`src/rtl/symmetry_stats_pkg.sv`:
```
// Shared types and constants for the symmetry statistics block.
package symmetry_stats_pkg;

    typedef enum logic [1:0] {StIdle, StArming, StAlarm} alarm_state_e;

    localparam logic [3:0] SEL_TOTAL      = 4'd0;
    localparam logic [3:0] SEL_SYM        = 4'd1;
    localparam logic [3:0] SEL_STREAK     = 4'd2;
    localparam logic [3:0] SEL_MAX_STREAK = 4'd3;
    localparam logic [3:0] SEL_HIST0      = 4'd8;
    localparam logic [3:0] SEL_HIST4      = 4'd12;

    localparam logic [2:0] MISM_MAX = 3'd4;

    function automatic logic [2:0] clamp_mism(input logic [2:0] m);
        return (m > MISM_MAX) ? MISM_MAX : m;
    endfunction

endpackage

```
`src/rtl/sat_counter.sv`:
```
// Saturating up-counter with synchronous reset and clear; clear wins over increment.
module sat_counter #(
    parameter int unsigned W = 8
) (
    input  logic         clk,
    input  logic         rst,
    input  logic         clr,
    input  logic         inc,
    output logic [W-1:0] count
);

    logic [W-1:0] count_q, count_d;

    always_comb begin
        count_d = count_q;
        if (clr) begin
            count_d = '0;
        end else if (inc && (count_q != {W{1'b1}})) begin
            count_d = count_q + W'(1);
        end
    end

    always_ff @(posedge clk) begin
        if (rst) begin
            count_q <= '0;
        end else begin
            count_q <= count_d;
        end
    end

    assign count = count_q;

endmodule

```
`src/rtl/symmetry_stats.sv`:
```
// Saturating statistics and asymmetry alarm for symmetry-detector results.
// Optional mismatch histogram enabled by defining SYMMETRY_STATS_HIST_EN.
module symmetry_stats
    import symmetry_stats_pkg::*;
#(
    parameter int unsigned CNT_W     = 8,
    parameter int unsigned ALARM_RUN = 3
) (
    input  logic             clk,
    input  logic             rst,
    input  logic             in_valid,
    input  logic             in_sym,
    input  logic [2:0]       in_mism,
    input  logic             clr,
    input  logic [2:0]       alarm_thr,
    input  logic [3:0]       rd_sel,
    output logic [CNT_W-1:0] rd_data,
    output logic             alarm,
    output logic             err
);

    localparam logic [2:0] RUN_LIM = 3'(ALARM_RUN);

    logic             accept;
    logic [2:0]       mism_c;
    logic             bad;
    logic [CNT_W-1:0] total, sym_cnt, streak, streak_nxt;
    logic [CNT_W-1:0] max_streak_q;
    logic             err_q;
    alarm_state_e     state_q, state_d;
    logic [2:0]       run_q, run_d;

    assign accept = in_valid & ~clr;
    assign mism_c = clamp_mism(in_mism);
    assign bad    = (alarm_thr != 3'd0) && (mism_c >= alarm_thr);

    sat_counter #(.W(CNT_W)) u_total (
        .clk   (clk),
        .rst   (rst),
        .clr   (clr),
        .inc   (accept),
        .count (total)
    );

    sat_counter #(.W(CNT_W)) u_sym (
        .clk   (clk),
        .rst   (rst),
        .clr   (clr),
        .inc   (accept & in_sym),
        .count (sym_cnt)
    );

    // An asymmetric word restarts the streak through the counter's clear.
    sat_counter #(.W(CNT_W)) u_streak (
        .clk   (clk),
        .rst   (rst),
        .clr   (clr | (accept & ~in_sym)),
        .inc   (accept & in_sym),
        .count (streak)
    );

    // Value the streak counter will hold after this word, for the max tracker.
    assign streak_nxt = !in_sym ? '0 :
                        (streak == {CNT_W{1'b1}}) ? streak : streak + CNT_W'(1);

    always_ff @(posedge clk) begin
        if (rst || clr) begin
            max_streak_q <= '0;
            err_q        <= 1'b0;
        end else if (accept) begin
            if (streak_nxt > max_streak_q) begin
                max_streak_q <= streak_nxt;
            end
            if ((in_mism > MISM_MAX) || (in_sym != (mism_c == 3'd0))) begin
                err_q <= 1'b1;
            end
        end
    end

    always_ff @(posedge clk) begin
        if (rst || clr) begin
            state_q <= StIdle;
            run_q   <= 3'd0;
        end else begin
            state_q <= state_d;
            run_q   <= run_d;
        end
    end

    always_comb begin
        state_d = state_q;
        run_d   = run_q;
        if (accept) begin
            unique case (state_q)
                StIdle: begin
                    if (bad) begin
                        run_d   = 3'd1;
                        state_d = (RUN_LIM == 3'd1) ? StAlarm : StArming;
                    end
                end
                StArming: begin
                    if (bad) begin
                        run_d = run_q + 3'd1;
                        if (run_d == RUN_LIM) begin
                            state_d = StAlarm;
                        end
                    end else begin
                        run_d   = 3'd0;
                        state_d = StIdle;
                    end
                end
                StAlarm: begin
                    if (in_sym) begin
                        run_d   = 3'd0;
                        state_d = StIdle;
                    end
                end
                default: begin
                    run_d   = 3'd0;
                    state_d = StIdle;
                end
            endcase
        end
    end

    always_comb begin
        alarm = (state_q == StAlarm);
        err   = err_q;
    end

`ifdef SYMMETRY_STATS_HIST_EN
    logic [CNT_W-1:0] hist [5];

    for (genvar b = 0; b < 5; b++) begin : g_hist
        sat_counter #(.W(CNT_W)) u_bin (
            .clk   (clk),
            .rst   (rst),
            .clr   (clr),
            .inc   (accept && (mism_c == 3'(b))),
            .count (hist[b])
        );
    end
`endif

    always_comb begin
        rd_data = '0;
        case (rd_sel)
            SEL_TOTAL:      rd_data = total;
            SEL_SYM:        rd_data = sym_cnt;
            SEL_STREAK:     rd_data = streak;
            SEL_MAX_STREAK: rd_data = max_streak_q;
            default: begin
`ifdef SYMMETRY_STATS_HIST_EN
                if ((rd_sel >= SEL_HIST0) && (rd_sel <= SEL_HIST4)) begin
                    rd_data = hist[rd_sel[2:0]];
                end
`endif
            end
        endcase
    end

endmodule

```
`config.mk`:
```
export PLATFORM = sky130hd
export DESIGN_NAME = symmetry_stats
export DESIGN_NICKNAME = d
export VERILOG_FILES = /design/src/rtl/symmetry_stats_pkg.sv /design/src/rtl/sat_counter.sv /design/src/rtl/symmetry_stats.sv
export SDC_FILE = /design/constraint.sdc
export NUM_CORES = 1
export LEC_CHECK = 0
export CAP_MARGIN = 20
export CORE_ASPECT_RATIO = 1.4
export CORE_UTILIZATION = 45
export CTS_BUF_LIST = sky130_fd_sc_hd__clkbuf_16
export DETAILED_ROUTE_END_ITERATION = 16
export GPL_ROUTABILITY_DRIVEN = 0
export PLACE_DENSITY = 0.68
export SYNTH_ARGS = -nofsm -noshare
export SYNTH_HDL_FRONTEND = slang
export SYNTH_SLANG_ARGS = --single-unit
```
`constraint.sdc`:
```
create_clock -name clk -period 4.5 [get_ports clk]
set_input_delay 0.675 -clock clk [delete_from_list [all_inputs] [get_ports clk]]
set_output_delay 0.675 -clock clk [all_outputs]
set_load 0.01 [all_outputs]
```
# Word level (Yosys, flattened, before mapping)
# Index checks and enable logic that the tools add are counted.
[totals] latch_bits=0 mem_bits_ro=0 register_bits=38 ramBits=0 output_inout_bits=10 elab_cells=63 mem_count=0 inputBits=15
[op_classes] mul=0 reduce_logical=16 n_div=0 shift=0 n_eq_ne=14 n_lt_le_gt_ge=3 n_addsub=4 n_mux=13 n_bitwise=6
[op_table] cell="$pmux 8 s4" count=1
[op_table] cell="$add 8x1->8 const B" count=3
[op_table] cell="$ne 8x8->1 const B" count=3
[op_table] cell="$mux 8" count=2
[op_table] cell="$mux 3" count=4
[op_table] cell="$pmux 3 s3" count=1
[op_table] cell="$eq 4x2->1 const B" count=2
[op_table] cell="$eq 8x8->1 const B" count=1
[op_table] cell="$gt 8x8->1" count=1
[op_table] cell="$mux 2" count=4
[op_table] cell="$pmux 2 s3" count=1
[op_table] cell="$eq 4x1->1 const B" count=1
[op_table] cell="$logic_and 1x1->1" count=4
[op_table] cell="$logic_not 4->1" count=1
[op_table] cell="$ne 2x2->1 const B" count=2
[op_table] cell="$reduce_and 2->1" count=2
[op_table] cell="$reduce_and 4->1" count=1
[op_table] cell="$reduce_or 2->1" count=2
[op_table] cell="$add 3x1->3 const B" count=1
[op_table] cell="$and 1x1->1" count=3
[op_table] cell="$eq 3x2->1 const B" count=1
[op_table] cell="$ge 3x3->1" count=1
[op_table] cell="$gt 3x3->1 const B" count=1
[op_table] cell="$logic_not 3->1" count=1
[op_table] cell="other kinds (10)" count=12

# Longest topological paths before layout
# Gate-level depths: netlist (run 1).
[logic_depth] word_depth=6 depth_mapped=12 mapped_depth_nobuf=11

# By module
# From an unflattened synthesis (run 1), not the netlist that was laid out.
[hier_totals] hier_cells=318 hier_area_um2=2752.6
[modules_own_cells] module="symmetry_stats" instances=1 cells_each=177 area_each_um2=1446.4 seq_area_each_um2=280.3
[modules_own_cells] module="sat_counter" instances=3 cells_each=47 area_each_um2=435.4 seq_area_each_um2=160.2

# Least setup slack after synthesis (run 1)
# OpenSTA, ideal clock, no wires.
[synth_path] path_type="reg2reg" startpoint="register u_streak.count_q[0], in the netlist u_streak.count[0]" endpoint="register max_streak_q[1]" required_time_ps=4384 path_buffers=1 setup_time_ps=116 slack_ps=1828 arrival_time_ps=2557 period_less_slack_ps=2672 stages_incl_launch_ff=12 cell_sequence="dfxtp_1 -> ha_1 -> nand4_2 -> or2_1 -> buf_6 -> a31oi_4 -> ha_1 -> a211o_1 -> a21oi_2 -> and3_1 -> nor2_1 -> a31o_1"
[synth_via] elab_chain_len=5
[synth_rtl] item="start, declared" line="sat_counter.sv:12" rtl="logic [W-1:0] count_q, count_d;"
[synth_rtl] item="start signal, assigned" line="sat_counter.sv:27" rtl="count_q <= count_d;"
[synth_rtl] item="$add 8x1->8 or $eq 8x8->1 (tied branches)" line="symmetry_stats.sv:64" rtl="(streak == {CNT_W{1'b1}}) ? streak : streak + CNT_W'(1);"
[synth_rtl] item="$mux 8 (*)" line="symmetry_stats.sv:64"
[synth_rtl] item="$mux 8 (*)" line="symmetry_stats.sv:63" rtl="assign streak_nxt = !in_sym ? '0 :"
[synth_rtl] item="net streak_nxt[5]" line="symmetry_stats.sv:27" rtl="logic [CNT_W-1:0] total, sym_cnt, streak, streak_nxt;"
[synth_rtl] item="$gt 8x8->1 (*)" line="symmetry_stats.sv:71" rtl="if (streak_nxt > max_streak_q) begin"
[synth_rtl] item="$reduce_and 2->1 (no source line) (*)"
[synth_rtl] item="end signal, assigned" line="symmetry_stats.sv:72" rtl="max_streak_q <= streak_nxt;"
[synth_rtl] item="end, declared" line="symmetry_stats.sv:28" rtl="logic [CNT_W-1:0] max_streak_q;"
# Mark *: on every way through the listed nets, which the timed path passes. The rest lies on a longest branch.
# A chain may end at the register's enable or synchronous reset.

# Worst setup path in the final report (run 1)
[layout_path] startpoint="input port rd_sel[0]" endpoint="output port rd_data[0]"
[layout_via] elab_chain_len=2
[layout_rtl] item="start, declared" line="symmetry_stats.sv:16" rtl="input logic [3:0] rd_sel,"
[layout_rtl] item="$eq 4x2->1 (tied with other cells)" line="symmetry_stats.sv:147" rtl="case (rd_sel)"
[layout_rtl] item="$pmux 8 s4 (*)" line="symmetry_stats.sv:147"
[layout_rtl] item="end, declared" line="symmetry_stats.sv:17" rtl="output logic [CNT_W-1:0] rd_data,"
# Every way passes the cells marked *; elsewhere a longest branch is shown, timed or not.

==> impl_metrics.py, run 1 <==
metrics = {
    "outcome": {
        "status": "complete, no violations",
    },
    "global_route": {
        "grt.total_usage_pct": 21.77,
        "grt_overflow": 0,
        "antenna_found_initial": 0,
        "grt_pass1_wl_um": 10160,
        "grt_pass1_vias": 2164,
        "grt_max_degree": 30,
    },
    "clock_tree": {
        "cts_hold_buf": 0,
        "post-cts-setup-buffers": 0,
        "clock-sinks": 38,
        "insertion_delay_ns": 0.28,
        "cts_resized": 0,
        "cts_root_buf": "clkbuf_16",
        "cts_buffer_depth": 2,
        "cts_tree": "built",
        "cts_buffers": 5,
        "cts.clk_slew.worst_paths_ns": 0.05,
        "cts_max_level": 2,
    },
    "route": {
        "highest_layer": "met4",
        "met2_wirelength_um": 2973,
        "wl_um": 5885,
        "firstDrtPassIters": 4,
        "wl_met3_um": 186,
        "num_vias": 2204,
        "first_iter_violations": 144,
        "viasPerCell": 5.815,
        "wl_per_cell_um": 15.53,
        "ant_nets": 0,
        "drc": 0,
        "wl_met1_um": 2600,
    },
    "floorplan": {
        "core-area_um2": 5275,
        "initial_core_util_pct": 47.75,
        "io_pins": 25,
        "die_y_um": 90.52,
        "die-area_um2": 5905,
        "die_x_um": 65.23,
        "rows": 31,
    },
    "place": {
        "dp_hpwl_um": 4498,
        "port_buffers": 24,
    },
    "power": {
        "swShare_pct": 22.91,
        "power.density_nw_per_um2": 250.2,
        "power_frac_clock_pct": 44.6,
        "pwr-share-comb_pct": 8.9,
        "vdd_drop_max_mv": 0.1575,
        "leakage_nw": 1.038,
        "p_int_mw": 0.5639,
        "power_frac_seq_pct": 46.5,
        "switchingPower_mw": 0.1676,
    },
    "cells_and_area": {
        "layout_common_cells": "38 x dfxtp_1, 26 x nor2_1, 24 x clkdlybuf4s50_1",
        "layout.nets": 344,
        "fin_util_pct": 55.43,
        "final_common_cell": "dfxtp_1",
        "num_antenna_cells": 0,
        "num-fill-cells": 527,
        "area_growth_pct": 16.10,
        "drive_above_1_share_pct": 7.987,
    },
    "critical_path": {
        "cp_slowest_cell": "nor4b_2",
        "crit_arrival_ns": 2.95,
        "cp.required_ns": 3.83,
        "end_kind": "primary output",
        "worstSetupStartpointType": "input port",
        "crit_type": "input port to primary output",
        "path_common_cell": "clkdlybuf4s50_1",
        "reg2regPathDepth": 10,
        "ff2ff_setup_slack_ns": 1.48,
        "cp_slowest_stage_delay_ns": 0.78,
        "path_max_fanout": 10,
        "worstPathCellList": "clkdlybuf4s50_1, nor4b_2, a221o_1, clkdlybuf4s50_1",
        "reg2reg_to": "max_streak_q[1]",
        "worstReg2RegStart": "u_streak.count[0]",
    },
    "timing": {
        "fin_crit_ns": 3.622,
        "hold_viol": 0,
        "whs_ns": 0.4896,
        "post-route-period-util_pct": 80.48,
        "slew_headroom_pct": 51.37,
        "slew_violations": 0,
        "worstMarginPinSlew_ns": 0.7276,
        "finalSetupTns_ns": 0,
        "finalSetupViolations": 0,
        "rsz0062_at_grt": "no",
        "finClkSkew_ns": 0.001891,
        "fmax_ghz": 0.2761,
    },
    "logic_synthesis": {
        "synth_async_sr_flop_share_pct": 0,
        "yosys.cell_types.count": 57,
        "synth_edf_count": 0,
        "synth.cell_area_um2": 2519,
        "synth_nets": 324,
        "synthFlopType": "dfxtp_1",
        "synth_seq_cells": 38,
        "syn-instance-count": 293,
        "synth.avg_cell_area_um2": 8.596,
        "synth-seq-area-share_pct": 30.20,
        "ys.warnings.count": 0,
    },
    "min_path": {
        "hold_path_end": "run_q[1]",
        "min_path_cells": 1,
        "hp-class": "flop to flop",
        "hp-start": "run_q[1]",
    },
    "flow_run": {
        "maxCapViolations": 0,
    },
}
-- critical path: cells and delay by family --
family | cells | cell delay [ns]
buf+inv | 2 | 1.22
simple gates | 1 | 0.78
compound gates | 1 | 0.27
-- layer usage --
metal | up-vias | global-route usage, %
met5 | - | 0
met4 | 0 | 7.971
met3 | 9 | 4.798
met2 | 35 | 36.86
met1 | 1029 | 26.24
li1 | 1131 | -
-- state kept, by name, indices dropped and copies added, names as in the netlist --
register        flops
max_streak_q        8
u_streak.count      8
u_sym.count         8
u_total.count       8
run_q               3
state_q             2
err                 1
-- kinds of logic (layout without fill, tap and decap cells) --
| family | Yosys count | in the layout | synth area share, % |
|---|---|---|---|
| adder cells (fa/ha/maj) | 16 | 16 | 7.948 |
| AND/OR/NAND/NOR | 116 | 116 | 26.13 |
| XOR/XNOR | 18 | 18 | 6.259 |
| AO/OA/AOI/OAI | 64 | 64 | 19.47 |
| flip-flops | 38 | 38 | 30.20 |
| multiplexers | 13 | 13 | 5.166 |
| buffers and inverters | 28 | 48 | 4.818 |
-- synthesized netlist by cell type, drive strengths merged (11+ instances only) --
cell   number  area, µm²
mux2i      13      130.1
o21ai      11      58.81
nor2       26      97.59
inv        15      56.30
nand2      16      60.06
dfxtp      38      760.7
a21oi      15      90.08
ha         16      200.2
nand3      13      80.08
xor2       11      96.34
nand4      14      93.84
-- per-stage QoR --
step | worst slack (ns) | power (mW) | std cells | instance area (µm²)
floorplan | 1.828 | 0.3877 | 293 | 2519
global placement | 0.9583 | 0.4111 | 372 | 2791
detailed placement | 0.9158 | 0.4120 | 372 | 2791
CTS | 0.9181 | 0.7387 | 379 | 2924
global route | 0.7600 | 0.7604 | 379 | 2924
finish | 0.8785 | 0.7315 | 379 | 2924
-- final cells by class --
cell class                 count  area, µm²  share of cell area (%)
tap                           66      82.58                   2.824
inverter                      15      56.30                   1.926
sequential                    38      760.7                   26.02
multi-input combinational    227       1637                   55.97
timing repair buffer          26      255.2                   8.729
clock buffer                   5      125.1                   4.279
clock inverter                 2      7.507                  0.2567
-- how the worst max path moves through the flow --
stage                                 start              end
after detailed placement          rd_sel[0]       rd_data[0]
after floorplan           u_streak.count[0]  max_streak_q[1]
after global routing              rd_sel[0]       rd_data[4]
after CTS                         rd_sel[0]       rd_data[0]
final                             rd_sel[0]       rd_data[0]
after global placement            rd_sel[0]       rd_data[4]
-- power by group through the flow --
stage | Combinational (mW) | Sequential [mW] | Clock (mW)
2_1_floorplan | 0.0405 | 0.347 | 0
3_3_place_gp | 0.0636 | 0.348 | 0
3_5_place_dp | 0.0644 | 0.348 | 0
4_1_cts | 0.0647 | 0.340 | 0.334
5_1_grt | 0.0714 | 0.340 | 0.349
6_report | 0.0647 | 0.340 | 0.327
Power figures use the tool's default switching activity.
==> run 2, diff against run 1 <==
==> constraint.sdc (replaced) <==
create_clock -name clk -period 3.5 [get_ports clk]
set_input_delay 0.525 -clock clk [delete_from_list [all_inputs] [get_ports clk]]
set_output_delay 0.525 -clock clk [all_outputs]
set_load 0.01 [all_outputs]
==> impl_metrics.py, run 2 (synthesis gave the netlist of run 1 again) <==
metrics = {
    "cells_and_area": {
        "stdcell_count": 379,
        "num_antenna_cells": 0,
        "finalInstanceArea_um2": 2928,
        "drive_above_1_share_pct": 8.307,
        "layout.nets": 345,
        "final_common_cell": "dfxtp_1",
        "area_growth_pct": 16.24,
        "layout_common_cells": "38 x dfxtp_1, 26 x nor2_1, 24 x clkdlybuf4s50_1",
    },
    "floorplan": {
        "die-area_um2": 5905,
        "io_pins": 25,
        "core-area_um2": 5275,
        "die_x_um": 65.23,
        "rows": 31,
        "initial_core_util_pct": 47.75,
        "die_y_um": 90.52,
    },
    "critical_path": {
        "path_max_fanout": 10,
        "end_kind": "primary output",
        "crit_type": "input port to primary output",
        "cp.required_ns": 2.97,
        "crit_arrival_ns": 2.72,
        "worstSetupStartpointType": "input port",
    },
    "timing": {
        "whs_ns": 0.4688,
        "post-route-period-util_pct": 92.57,
        "finalSetupTns_ns": 0,
        "slew_headroom_pct": 49.90,
        "rsz0062_at_grt": "no",
        "hold_viol": 0,
        "fmax_ghz": 0.3086,
        "worstMarginPinSlew_ns": 0.7495,
        "finClkSkew_ns": 0.005128,
        "fin_crit_ns": 3.240,
        "finalSetupViolations": 0,
        "slew_violations": 0,
    },
    "global_route": {
        "grt_pass1_wl_um": 10340,
        "grt_overflow": 0,
        "antenna_found_initial": 0,
        "grt.total_usage_pct": 22.64,
        "grt_pass1_vias": 2203,
        "grt_max_degree": 30,
    },
    "route": {
        "viasPerCell": 6.116,
        "wl_met3_um": 245,
        "num_vias": 2318,
        "highest_layer": "met4",
        "met2_wirelength_um": 3235,
        "wl_met1_um": 2674,
        "wl_um": 6299,
        "first_iter_violations": 191,
        "drc": 0,
        "wl_per_cell_um": 16.62,
        "ant_nets": 0,
        "firstDrtPassIters": 4,
    },
    "outcome": {
        "status": "complete, no violations",
    },
    "power": {
        "pwr-share-comb_pct": 9.1,
        "vdd_drop_max_mv": 0.2008,
        "swShare_pct": 22.92,
        "power_frac_clock_pct": 44.3,
        "p_int_mw": 0.7234,
        "leakage_nw": 1.033,
        "power.density_nw_per_um2": 320.5,
        "switchingPower_mw": 0.2151,
        "power_frac_seq_pct": 46.6,
    },
    "place": {
        "dp.cells": 373,
        "dp_hpwl_um": 4878,
        "port_buffers": 24,
        "place_area_um2": 2799,
    },
    "clock_tree": {
        "cts_hold_buf": 0,
        "cts_tree": "built",
        "cts_max_level": 2,
        "cts_buffer_depth": 2,
        "cts_resized": 0,
        "clock-sinks": 38,
        "cts_buffers": 5,
        "insertion_delay_ns": 0.28,
        "cts_root_buf": "clkbuf_16",
        "post-cts-setup-buffers": 0,
        "cts.clk_slew.worst_paths_ns": 0.05,
    },
    "min_path": {
        "hp-class": "flop to flop",
    },
    "flow_run": {
        "maxCapViolations": 0,
    },
}
run 2: cell types whose count changed in the layout (fill, tap and decap cells not counted):
cell | before | now
inv_1 | 17 | 15
buf_4 | 2 | 3
clkinv_1 | 0 | 1
run 2: metrics by stage:
step / utilization [%] / total power [mW] / worst slack (ns)
final: 55.50 / 0.9385 / 0.2599
after global routing: 55.50 / 0.9759 / 0.1879
after CTS: 55.50 / 0.9472 / 0.2954
after detailed placement: 53.06 / 0.5307 / 0.2881
after global placement: 53.06 / 0.5293 / 0.3269
after floorplan: - / 0.4984 / 0.8277
run 2: path summary, 6_finish.rpt:
path	from	to	slack, ns	cells after the start
max	rd_sel[3]	rd_data[0]	0.26	4
min	run_q[2]	run_q[2]	0.47	1
max reg2reg	u_streak.count[0]	max_streak_q[6]	0.44	10
min reg2reg	run_q[2]	run_q[2]	0.47	1
run 2: area by class of cell:
cell class	instances	area, µm²
inverters	15	56.30
fillers	507	2347
flip-flops and latches	38	760.7
clock inverters	1	3.754
clock buffers	5	125.1
repair buffers	27	262.8
well taps	66	82.58
multi-input cells	227	1637
run 2: critical path, cell delays in order:
cell             delay, ns
clkdlybuf4s50_1       0.59
nor4b_2               0.75
a221o_1               0.30
clkdlybuf4s50_1       0.54
run 2: power by group through the flow:
stage | clock network [mW] | logic (mW) | registers, mW
final | 0.416 | 0.0850 | 0.437
after global routing | 0.445 | 0.0935 | 0.437
after CTS | 0.426 | 0.0844 | 0.437
after detailed placement | 0 | 0.0840 | 0.447
after global placement | 0 | 0.0826 | 0.447
after floorplan | 0 | 0.0521 | 0.446
run 2: routing by layer:
layer,track usage (%),up-vias
met4,9.420,0
met3,4.924,15
met2,38.57,68
met5,0,-
li1,-,1125
met1,26.66,1110
==> run 3, diff against run 2 <==
--- a/config.mk
+++ b/config.mk
@@ -7,11 +7,12 @@
 export LEC_CHECK = 0
 export CAP_MARGIN = 20
 export CORE_ASPECT_RATIO = 1.4
-export CORE_UTILIZATION = 45
+export CORE_UTILIZATION = 57
 export CTS_BUF_LIST = sky130_fd_sc_hd__clkbuf_16
 export DETAILED_ROUTE_END_ITERATION = 16
 export GPL_ROUTABILITY_DRIVEN = 0
-export PLACE_DENSITY = 0.68
+export PLACE_DENSITY = 0.83
+export REMOVE_ABC_BUFFERS = 1
 export SYNTH_ARGS = -nofsm -noshare
 export SYNTH_HDL_FRONTEND = slang
 export SYNTH_SLANG_ARGS = --single-unit
==> impl_metrics.py, run 3 (synthesis gave the netlist of run 1 again) <==
metrics = {
    "outcome": {
        "status": "complete, no violations",
    },
    "cells_and_area": {
        "drive_above_1_share_pct": 9.494,
        "num-fill-cells": 349,
        "layout.nets": 346,
        "num_antenna_cells": 0,
        "layout_common_cells": "38 x dfxtp_1, 26 x nor2_1, 24 x clkdlybuf4s50_1",
        "final_common_cell": "dfxtp_1",
        "area_growth_pct": 17.88,
        "fin_util_pct": 70.04,
    },
    "critical_path": {
        "path_max_fanout": 8,
        "cp.required_ns": 2.97,
        "crit_type": "input port to primary output",
        "crit_arrival_ns": 2.56,
        "end_kind": "primary output",
        "worstSetupStartpointType": "input port",
    },
    "floorplan": {
        "die-area_um2": 4692,
        "die_y_um": 80.65,
        "io_pins": 25,
        "core-area_um2": 4239,
        "initial_core_util_pct": 59.42,
        "die_x_um": 58.18,
        "rows": 28,
    },
    "route": {
        "ant_nets": 0,
        "wl_um": 6105,
        "wl_per_cell_um": 16.24,
        "viasPerCell": 6.154,
        "num_vias": 2314,
        "firstDrtPassIters": 5,
        "first_iter_violations": 126,
        "drc": 0,
    },
    "timing": {
        "finalSetupViolations": 0,
        "finClkSkew_ns": 0.004549,
        "rsz0062_at_grt": "no",
        "fmax_ghz": 0.3246,
        "whs_ns": 0.4699,
        "post-route-period-util_pct": 88.02,
        "finalSetupTns_ns": 0,
        "slew_headroom_pct": 55.64,
        "fin_crit_ns": 3.081,
        "worstMarginPinSlew_ns": 0.6629,
        "slew_violations": 0,
        "hold_viol": 0,
    },
    "power": {
        "power_frac_seq_pct": 42.0,
        "leakage_nw": 1.052,
        "p_int_mw": 0.8071,
        "power_frac_clock_pct": 49.7,
        "p_total_mw": 1.040,
        "vdd_drop_max_mv": 0.4101,
        "pwr-share-comb_pct": 8.2,
        "power.density_nw_per_um2": 350.4,
        "swShare_pct": 22.43,
        "switchingPower_mw": 0.2333,
    },
    "global_route": {
        "antenna_found_initial": 0,
        "grt_max_degree": 30,
        "grt_util_met2_pct": 47.01,
        "gr-max-usage-layer": "met2",
        "use_met1_pct": 33.92,
        "grt_pass1_vias": 2157,
        "grt.met3_usage_pct": 4.187,
        "grt_pass1_wl_um": 10010,
        "grt_overflow": 0,
        "grt.total_usage_pct": 27.72,
    },
    "clock_tree": {
        "cts_resized": 0,
        "cts_tree": "built",
        "post-cts-setup-buffers": 0,
        "cts_root_buf": "clkbuf_16",
        "cts_max_level": 2,
        "cts_hold_buf": 0,
        "cts.clk_slew.worst_paths_ns": 0.06,
        "cts_buffers": 5,
        "cts_buffer_depth": 2,
        "insertion_delay_ns": 0.28,
        "clock-sinks": 38,
    },
    "place": {
        "dp_hpwl_um": 4389,
        "port_buffers": 24,
    },
    "min_path": {
        "hp-class": "flop to flop",
    },
    "flow_run": {
        "maxCapViolations": 0,
    },
}
run 3: power by group through the flow:
stage	Combinational (mW)	Clock, mW	Sequential [mW]
final	0.0856	0.517	0.437
after global routing	0.0930	0.548	0.438
after CTS	0.0850	0.528	0.437
after detailed placement	0.0843	0	0.447
after global placement	0.0822	0	0.447
after floorplan	0.0425	0	0.446
run 3: per-layer routing:
layer	up-vias	routed length, µm
met5	-	0
met4	0	140
met3	12	257
met2	77	3049
met1	1094	2657
li1	1131	-
run 3: final cells by class:
cell class	count	area, µm²	share of cell area [%]
clock inverter	3	45.04	1.517
tap	60	75.07	2.528
inverter	15	56.30	1.896
clock buffer	5	125.1	4.214
multi-input combinational	227	1637	55.12
sequential	38	760.7	25.62
timing repair buffer	28	270.3	9.102
run 3: final timing paths:
| check | cells after the start | startpoint | slack [ns] | end |
|---|---|---|---|---|
| worst max-delay path | 5 | rd_sel[0] | 0.42 | rd_data[1] |
| worst min register to register | 1 | run_q[2] | 0.47 | run_q[2] |
| worst max register to register | 10 | u_streak.count[0] | 0.47 | max_streak_q[1] |
| worst min-delay path | 1 | run_q[2] | 0.47 | run_q[2] |
run 3: per-stage QoR:
step / cell area, µm² / setup slack [ns] / instances
3_5_place_dp: 2799 / 0.5109 / 368
3_3_place_gp: 2799 / 0.5535 / 368
2_1_floorplan: 2454 / 0.8081 / 280
5_1_grt: 2969 / 0.2767 / 376
6_report: 2969 / 0.4193 / 376
4_1_cts: 2969 / 0.4098 / 376
run 3: worst max-delay path: stages:
cell and delay (ns):
clkdlybuf4s50_1 0.69, nor4bb_1 0.39, buf_4 0.22, a221o_1 0.18
clkdlybuf4s50_1 0.55
